$ cat src/rtl/ram_arb_pkg.sv
// Shared types and widths for the two-port RAM16K arbiter.
//   ADDR_W / DATA_W : RAM16K word address and data widths
//   arb_state_t     : arbiter ownership state
//   port_idx_t      : index of a requesting port (0 or 1)
package ram_arb_pkg;

    localparam int unsigned ADDR_W  = 14;
    localparam int unsigned DATA_W  = 16;
    localparam int unsigned BURST_W = 4;

    typedef enum logic [1:0] {
        IDLE = 2'd0,
        OWN0 = 2'd1,
        OWN1 = 2'd2
    } arb_state_t;

    typedef logic port_idx_t;

endpackage

$ cat src/rtl/ram_arb_pick.sv
// Combinational grant selection for the RAM16K arbiter.
//   req       : per-port request
//   state     : current ownership state
//   last      : port granted most recently
//   burst_cnt : transfers in the current ownership
//   gnt       : one-hot grant (all zero when nobody requests)
module ram_arb_pick
    import ram_arb_pkg::*;
#(
    parameter int unsigned MAX_BURST = 4
) (
    input  logic [1:0]         req,
    input  arb_state_t         state,
    input  port_idx_t          last,
    input  logic [BURST_W-1:0] burst_cnt,
    output logic [1:0]         gnt
);

    localparam logic [BURST_W-1:0] MAX_B = BURST_W'(MAX_BURST);

    logic [1:0] idle_gnt;

    always_comb begin
        // Round-robin: on contention the port that was not served last wins.
        unique case (req)
            2'b01:   idle_gnt = 2'b01;
            2'b10:   idle_gnt = 2'b10;
            2'b11:   idle_gnt = last ? 2'b01 : 2'b10;
            default: idle_gnt = 2'b00;
        endcase
    end

    always_comb begin
        gnt = idle_gnt;
        unique case (state)
            OWN0: begin
                if (req[0]) begin
                    gnt = (burst_cnt == MAX_B && req[1]) ? 2'b10 : 2'b01;
                end
            end
            OWN1: begin
                if (req[1]) begin
                    gnt = (burst_cnt == MAX_B && req[0]) ? 2'b01 : 2'b10;
                end
            end
            default: gnt = idle_gnt;
        endcase
    end

endmodule

$ cat src/rtl/ram16k_arbiter.sv
// Two-port arbiter sharing one RAM16K between two requesters.
// Round-robin with optional locked bursts bounded by MAX_BURST.
//   clk, reset            : clock, asynchronous active-high reset
//   pN_req/we/lock        : request, write enable, keep-ownership hint
//   pN_addr/wdata         : word address and write data
//   pN_gnt                : combinational grant
//   pN_rvalid/rdata       : registered read return, one cycle after a read
//   ram_address/in/load   : driven to RAM16K from the winning port
//   ram_out               : RAM16K combinational read data
module ram16k_arbiter
    import ram_arb_pkg::*;
#(
    parameter int unsigned MAX_BURST = 4
) (
    input  logic              clk,
    input  logic              reset,
    input  logic              p0_req,
    input  logic              p0_we,
    input  logic              p0_lock,
    input  logic [ADDR_W-1:0] p0_addr,
    input  logic [DATA_W-1:0] p0_wdata,
    output logic              p0_gnt,
    output logic              p0_rvalid,
    output logic [DATA_W-1:0] p0_rdata,
    input  logic              p1_req,
    input  logic              p1_we,
    input  logic              p1_lock,
    input  logic [ADDR_W-1:0] p1_addr,
    input  logic [DATA_W-1:0] p1_wdata,
    output logic              p1_gnt,
    output logic              p1_rvalid,
    output logic [DATA_W-1:0] p1_rdata,
    output logic [ADDR_W-1:0] ram_address,
    output logic [DATA_W-1:0] ram_in,
    output logic              ram_load,
    input  logic [DATA_W-1:0] ram_out
);

    localparam logic [BURST_W-1:0] MAX_B = BURST_W'(MAX_BURST);

    arb_state_t         state_q, state_d;
    port_idx_t          last_q, last_d;
    logic [BURST_W-1:0] burst_cnt_q, burst_cnt_d;
    logic               p0_rvalid_q, p0_rvalid_d;
    logic               p1_rvalid_q, p1_rvalid_d;
    logic [DATA_W-1:0]  p0_rdata_q, p0_rdata_d;
    logic [DATA_W-1:0]  p1_rdata_q, p1_rdata_d;

    logic [1:0] req;
    logic [1:0] gnt_raw;
    logic [1:0] gnt;
    logic [1:0] xfer;
    port_idx_t  win;
    logic       win_lock;
    logic       win_we;
    logic       same_owner;

    assign req = {p1_req, p0_req};

    ram_arb_pick #(
        .MAX_BURST(MAX_BURST)
    ) u_pick (
        .req      (req),
        .state    (state_q),
        .last     (last_q),
        .burst_cnt(burst_cnt_q),
        .gnt      (gnt_raw)
    );

    // Grants are held low for the whole reset assertion.
    assign gnt    = reset ? 2'b00 : gnt_raw;
    assign p0_gnt = gnt[0];
    assign p1_gnt = gnt[1];
    assign xfer   = req & gnt;
    assign win    = xfer[1];

    assign p0_rvalid = p0_rvalid_q;
    assign p1_rvalid = p1_rvalid_q;
    assign p0_rdata  = p0_rdata_q;
    assign p1_rdata  = p1_rdata_q;

    always_comb begin
        ram_address = '0;
        ram_in      = '0;
        ram_load    = 1'b0;
        win_lock    = 1'b0;
        win_we      = 1'b0;
        if (xfer[0]) begin
            ram_address = p0_addr;
            ram_in      = p0_wdata;
            ram_load    = p0_we;
            win_lock    = p0_lock;
            win_we      = p0_we;
        end else if (xfer[1]) begin
            ram_address = p1_addr;
            ram_in      = p1_wdata;
            ram_load    = p1_we;
            win_lock    = p1_lock;
            win_we      = p1_we;
        end
    end

    assign same_owner = (state_q == OWN0 && !win) || (state_q == OWN1 && win);

    always_comb begin
        state_d     = IDLE;
        last_d      = last_q;
        burst_cnt_d = '0;
        p0_rvalid_d = xfer[0] && !p0_we;
        p1_rvalid_d = xfer[1] && !p1_we;
        p0_rdata_d  = p0_rdata_q;
        p1_rdata_d  = p1_rdata_q;
        if (p0_rvalid_d) p0_rdata_d = ram_out;
        if (p1_rvalid_d) p1_rdata_d = ram_out;
        if (|xfer) begin
            last_d = win;
            if (win_lock) begin
                state_d = win ? OWN1 : OWN0;
                if (!same_owner) begin
                    burst_cnt_d = BURST_W'(1);
                end else if (burst_cnt_q >= MAX_B) begin
                    burst_cnt_d = MAX_B;
                end else begin
                    burst_cnt_d = burst_cnt_q + 1'b1;
                end
            end
        end
    end

    always_ff @(posedge clk or posedge reset) begin
        if (reset) begin
            state_q     <= IDLE;
            last_q      <= 1'b1;
            burst_cnt_q <= '0;
            p0_rvalid_q <= 1'b0;
            p1_rvalid_q <= 1'b0;
            p0_rdata_q  <= '0;
            p1_rdata_q  <= '0;
        end else begin
            state_q     <= state_d;
            last_q      <= last_d;
            burst_cnt_q <= burst_cnt_d;
            p0_rvalid_q <= p0_rvalid_d;
            p1_rvalid_q <= p1_rvalid_d;
            p0_rdata_q  <= p0_rdata_d;
            p1_rdata_q  <= p1_rdata_d;
        end
    end

endmodule
$ cat config.mk
export PLATFORM = sky130hd
export DESIGN_NAME = ram16k_arbiter
export DESIGN_NICKNAME = d
export VERILOG_FILES = /design/src/rtl/ram_arb_pkg.sv /design/src/rtl/ram_arb_pick.sv /design/src/rtl/ram16k_arbiter.sv
export SDC_FILE = /design/constraint.sdc
export NUM_CORES = 1
export LEC_CHECK = 0
export CORE_MARGIN = 3
export CORE_UTILIZATION = 38
export DETAILED_ROUTE_END_ITERATION = 10
export PLACE_DENSITY = 0.95
export SLEW_MARGIN = 20
export SYNTH_ARGS = -nofsm -noshare
export SYNTH_HDL_FRONTEND = slang
export SYNTH_HIERARCHICAL = 1
export SYNTH_SLANG_ARGS = --single-unit
export TNS_END_PERCENT = 30
$ cat constraint.sdc
create_clock -name clk -period 3.4 [get_ports clk]
set_input_delay 0.34 -clock clk [delete_from_list [all_inputs] [get_ports clk]]
set_output_delay 0.34 -clock clk [all_outputs]
set_load 0.01 [all_outputs]
==> qor.tcl <==
set qor(outcome) {finished clean}
set qor(timing.critical_path.fanout_max) 31
set qor(cts_tree) {built}
set qor(min_period_ns) 3.15
set qor(power.total_mw) 1.73
set qor(fp-row-count) 26
set qor(antenna_found_initial) 0
set qor(floorplan.initialDensity_pct) 40.5
set qor(critPathBufInv) 4
set qor(finish.utilization_pct) 72.5
set qor(final_layout_size_suffix_gt1_share_pct) 16.7
set qor(chipWidth_um) 80.7
set qor(critical_path.cell_chain) {inv_1 -> ha_1 -> o311ai_0 -> a31oi_1 -> buf_4 -> a21oi_2 -> buf_12 -> a22o_1 -> clkdlybuf4s50_1}
set qor(die_height_um) 80.7
set qor(syn-num-nets) 246
set qor(drc) 0
set qor(maximum_resistive_drop_on_vdd_mv) 0.383
set qor(detail_route.first_pass.iterations) 4
set qor(track_usage_pct) 21.4
set qor(hold_buffer_count_at_cts) 0
set qor(crit_reg_reg_startpoint) {state_q[0]}
set qor(final_cell_count_no_fill) 382
set qor(grt_setup_unrepaired) {no}
set qor(hold_path_depth) 2
set qor(vias_per_cell) 4.93
set qor(slew_viol_final) 0
set qor(cts_buffers) 5
set qor(areaGrowthSynthToFinish_pct) 79.2
set qor(detailedRoute.firstIterationViolations) 92
set qor(gp_congestion) 0.787
set qor(timing_hold_violations_final) 0
set qor(reg2reg_to) {p0_rdata[14]}
set qor(worst_skew_late_latency_ns) 0.28
set qor(place.detailed.instances) 375
set qor(core_region_area_um2) 5240
set qor(wirelength_um) 7150
set qor(worst-r2r-cell-count) 9
set qor(slowest_library_cell_on_the_worst_path) {sky130_fd_sc_hd__clkdlybuf4s50_1}
set qor(pwr_density_cell_nw_per_um2) 455
set qor(detailed_place_hpwl_um) 5810
set qor(crit_path_max_incr_delay_ns) 0.55
set qor(die_footprint_um2) 6510
set qor(grt_pass1_wl_um) 10500
set qor(total_of_flip_flops_plus_latches_after_synthesis) 41
set qor(ys.warnings.count) 6
set qor(fin_ws_ns) 0.245
set qor(synth.most_common_cell) {sky130_fd_sc_hd__dfrtp_1}
set qor(final.period_utilization_pct) 92.8
set qor(cts.htree.levels) 2
set qor(io_buffers) 150
set qor(route.antenna.remaining_nets) 0
set qor(synth_largest_type_area_fraction_pct) 47.2
set qor(clock_tree.buffer_depth) 2
set qor(timing_worst_slew_pin_value_ns) 0.903
set qor(slew_headroom_pct) 39.7
set qor(fmax_mhz) 317
set qor(worstSetupEndpointType) {primary output}
set qor(finish.net_count) 399
set qor(ys_top_cells_by_count) {sky130_fd_sc_hd__dfrtp_1, sky130_fd_sc_hd__a22o_1, sky130_fd_sc_hd__mux2_2, sky130_fd_sc_hd__mux2_4}
set qor(dr_total_vias) 1883
set qor(synthDistinctLibCells) 32
set qor(wire_per_inst_um) 18.7
set qor(grt_overflow) 0
set qor(count_of_flip_flops_with_a_built_in_enable_after_synthesis) 0
set qor(clk_pin_slew_ns) 0.07
set qor(avgSynthCellArea_um2) 13.3
set qor(cp_top_family) {buffers and inverters}
set qor(preCtsSetupSlack_ns) 0.346
set qor(clk_root_buffer_cell) {sky130_fd_sc_hd__clkbuf_8}
set qor(timing.clock.skew_ns) 0.00430
set qor(timing.reg2reg.setup_slack_ns) 0.97
set qor(grt_pass1_vias) 1948
set qor(cellLeakagePower_nw) 1.60
set qor(synthFlopType) {sky130_fd_sc_hd__dfrtp_1}
set qor(grt_start_max_net_pins) 34
set qor(clkSinkCount) 41
set qor(seq_area_frac_synth_pct) 48.5
set qor(cap_violations) 0
set qor(holdCritPathClass) {reg2reg}
set qor(setup_total_negative_slack_ns) 0
set qor(category_of_the_worst_setup_path_launch_point) {register}
set qor(finalSetupViolations) 0
set qor(worst_ep_required_time_ns) 3.06
set qor(async_reset_ff_share_pct) 100
set qor(design.portCount) 151
set qor(timing.setup.critical_path_class) {reg2out}
set qor(antenna-diode-count) 0
set qor(synth_largest_area_cell) {sky130_fd_sc_hd__dfrtp_1}
set qor(cp_data_arrival_time_ns) 2.81
set qor(synth.cell_area_um2) 2120
set qor(netlist_top_cells_area) {sky130_fd_sc_hd__dfrtp_1, sky130_fd_sc_hd__a22o_1, sky130_fd_sc_hd__mux2_2}
set qor(whs_endpoint) {last_q}
set qor(netlist_instances) 159
set qor(worst_hold_startpoint) {last_q}
-- worst min-delay path: stages, from the launching register on --
cell and delay, ns:
sky130_fd_sc_hd__dfstp_2 0.38, sky130_fd_sc_hd__nand2_1 0.05, sky130_fd_sc_hd__nand2_1 0.05
-- registers in the layout, indices dropped and copies added (netlist names) --
register / count
p0_rvalid: 1
p1_rvalid: 1
burst_cnt_q: 4
p1_rdata: 16
p0_rdata: 16
last_q: 1
state_q: 2
-- routing by layer --
metal	wire, µm	GRT usage [%]	share of wire (%)	up-vias
li1	-	-	-	901
met1	2900	27.5	41	911
met2	3760	35.8	53	61
met3	405	6.39	5.7	10
met4	89	3.72	1.2	0
met5	0	0	0	-
-- placed cells by master, fill, tap and decap left out, types with 3 or more instances in the layout --
cell type,instances
sky130_fd_sc_hd__clkdlybuf4s50_1,150
sky130_fd_sc_hd__dfrtp_1,40
sky130_fd_sc_hd__a22o_1,31
sky130_fd_sc_hd__mux2_2,23
sky130_fd_sc_hd__mux2_4,9
sky130_fd_sc_hd__nand2_1,6
sky130_fd_sc_hd__clkbuf_8,6
sky130_fd_sc_hd__inv_1,5
sky130_fd_sc_hd__a21oi_1,4
sky130_fd_sc_hd__nor3_1,4
sky130_fd_sc_hd__nor2b_1,3
sky130_fd_sc_hd__ha_1,3
sky130_fd_sc_hd__buf_4,3
-- layout make-up --
cell class	count	area, µm²
clock buffers	7	86.3
fillers	376	1440
inverters	5	18.8
multi-input cells	104	1010
flip-flops and latches	41	1030
well taps	70	87.6
repair buffers	155	1560
-- repair_timing --
item / CTS / global route
resized for setup: 0 / 1
setup endpoints to repair: 0 / 1
buffers inserted: 0 / 0
-- worst max path at each step --
stage / endpoint / depth (start not counted) / from
6_report: ram_in[1] / 9 / state_q[0]
5_1_grt: ram_in[1] / 9 / state_q[0]
4_1_cts: ram_in[1] / 10 / state_q[0]
3_5_place_dp: ram_in[1] / 8 / p0_req
3_3_place_gp: ram_address[8] / 8 / p0_req
2_1_floorplan: ram_address[0] / 9 / state_q[0]
-- power by group --
group	switching [mW]	internal (mW)	total, mW
logic	0.249	0.474	0.723
clock network	0.150	0.161	0.311
registers	0.0738	0.619	0.693
total	0.473	1.25	1.73
-- logic make-up (layout without fill, tap and decap cells) --
| group | Yosys count | after routing | share of synthesized area [%] |
|---|---|---|---|
| flops | 41 | 41 | 48.5 |
| other cells | 1 | 1 | 0.177 |
| compound gates | 43 | 43 | 16.8 |
| fa+ha+maj | 3 | 3 | 1.77 |
| mux | 34 | 34 | 19.5 |
| buf+inv | 14 | 167 | 3.90 |
| simple gates | 23 | 23 | 9.33 |
-- through the flow --
step                      area (µm²)  hold slack, ns
after CTS                       3790           0.484
final                           3800           0.481
after global routing            3800           0.516
after global placement          3710           0.465
after floorplan                 2120           0.423
after detailed placement        3710           0.472
Note: power is estimated with default switching activity, not from simulation.
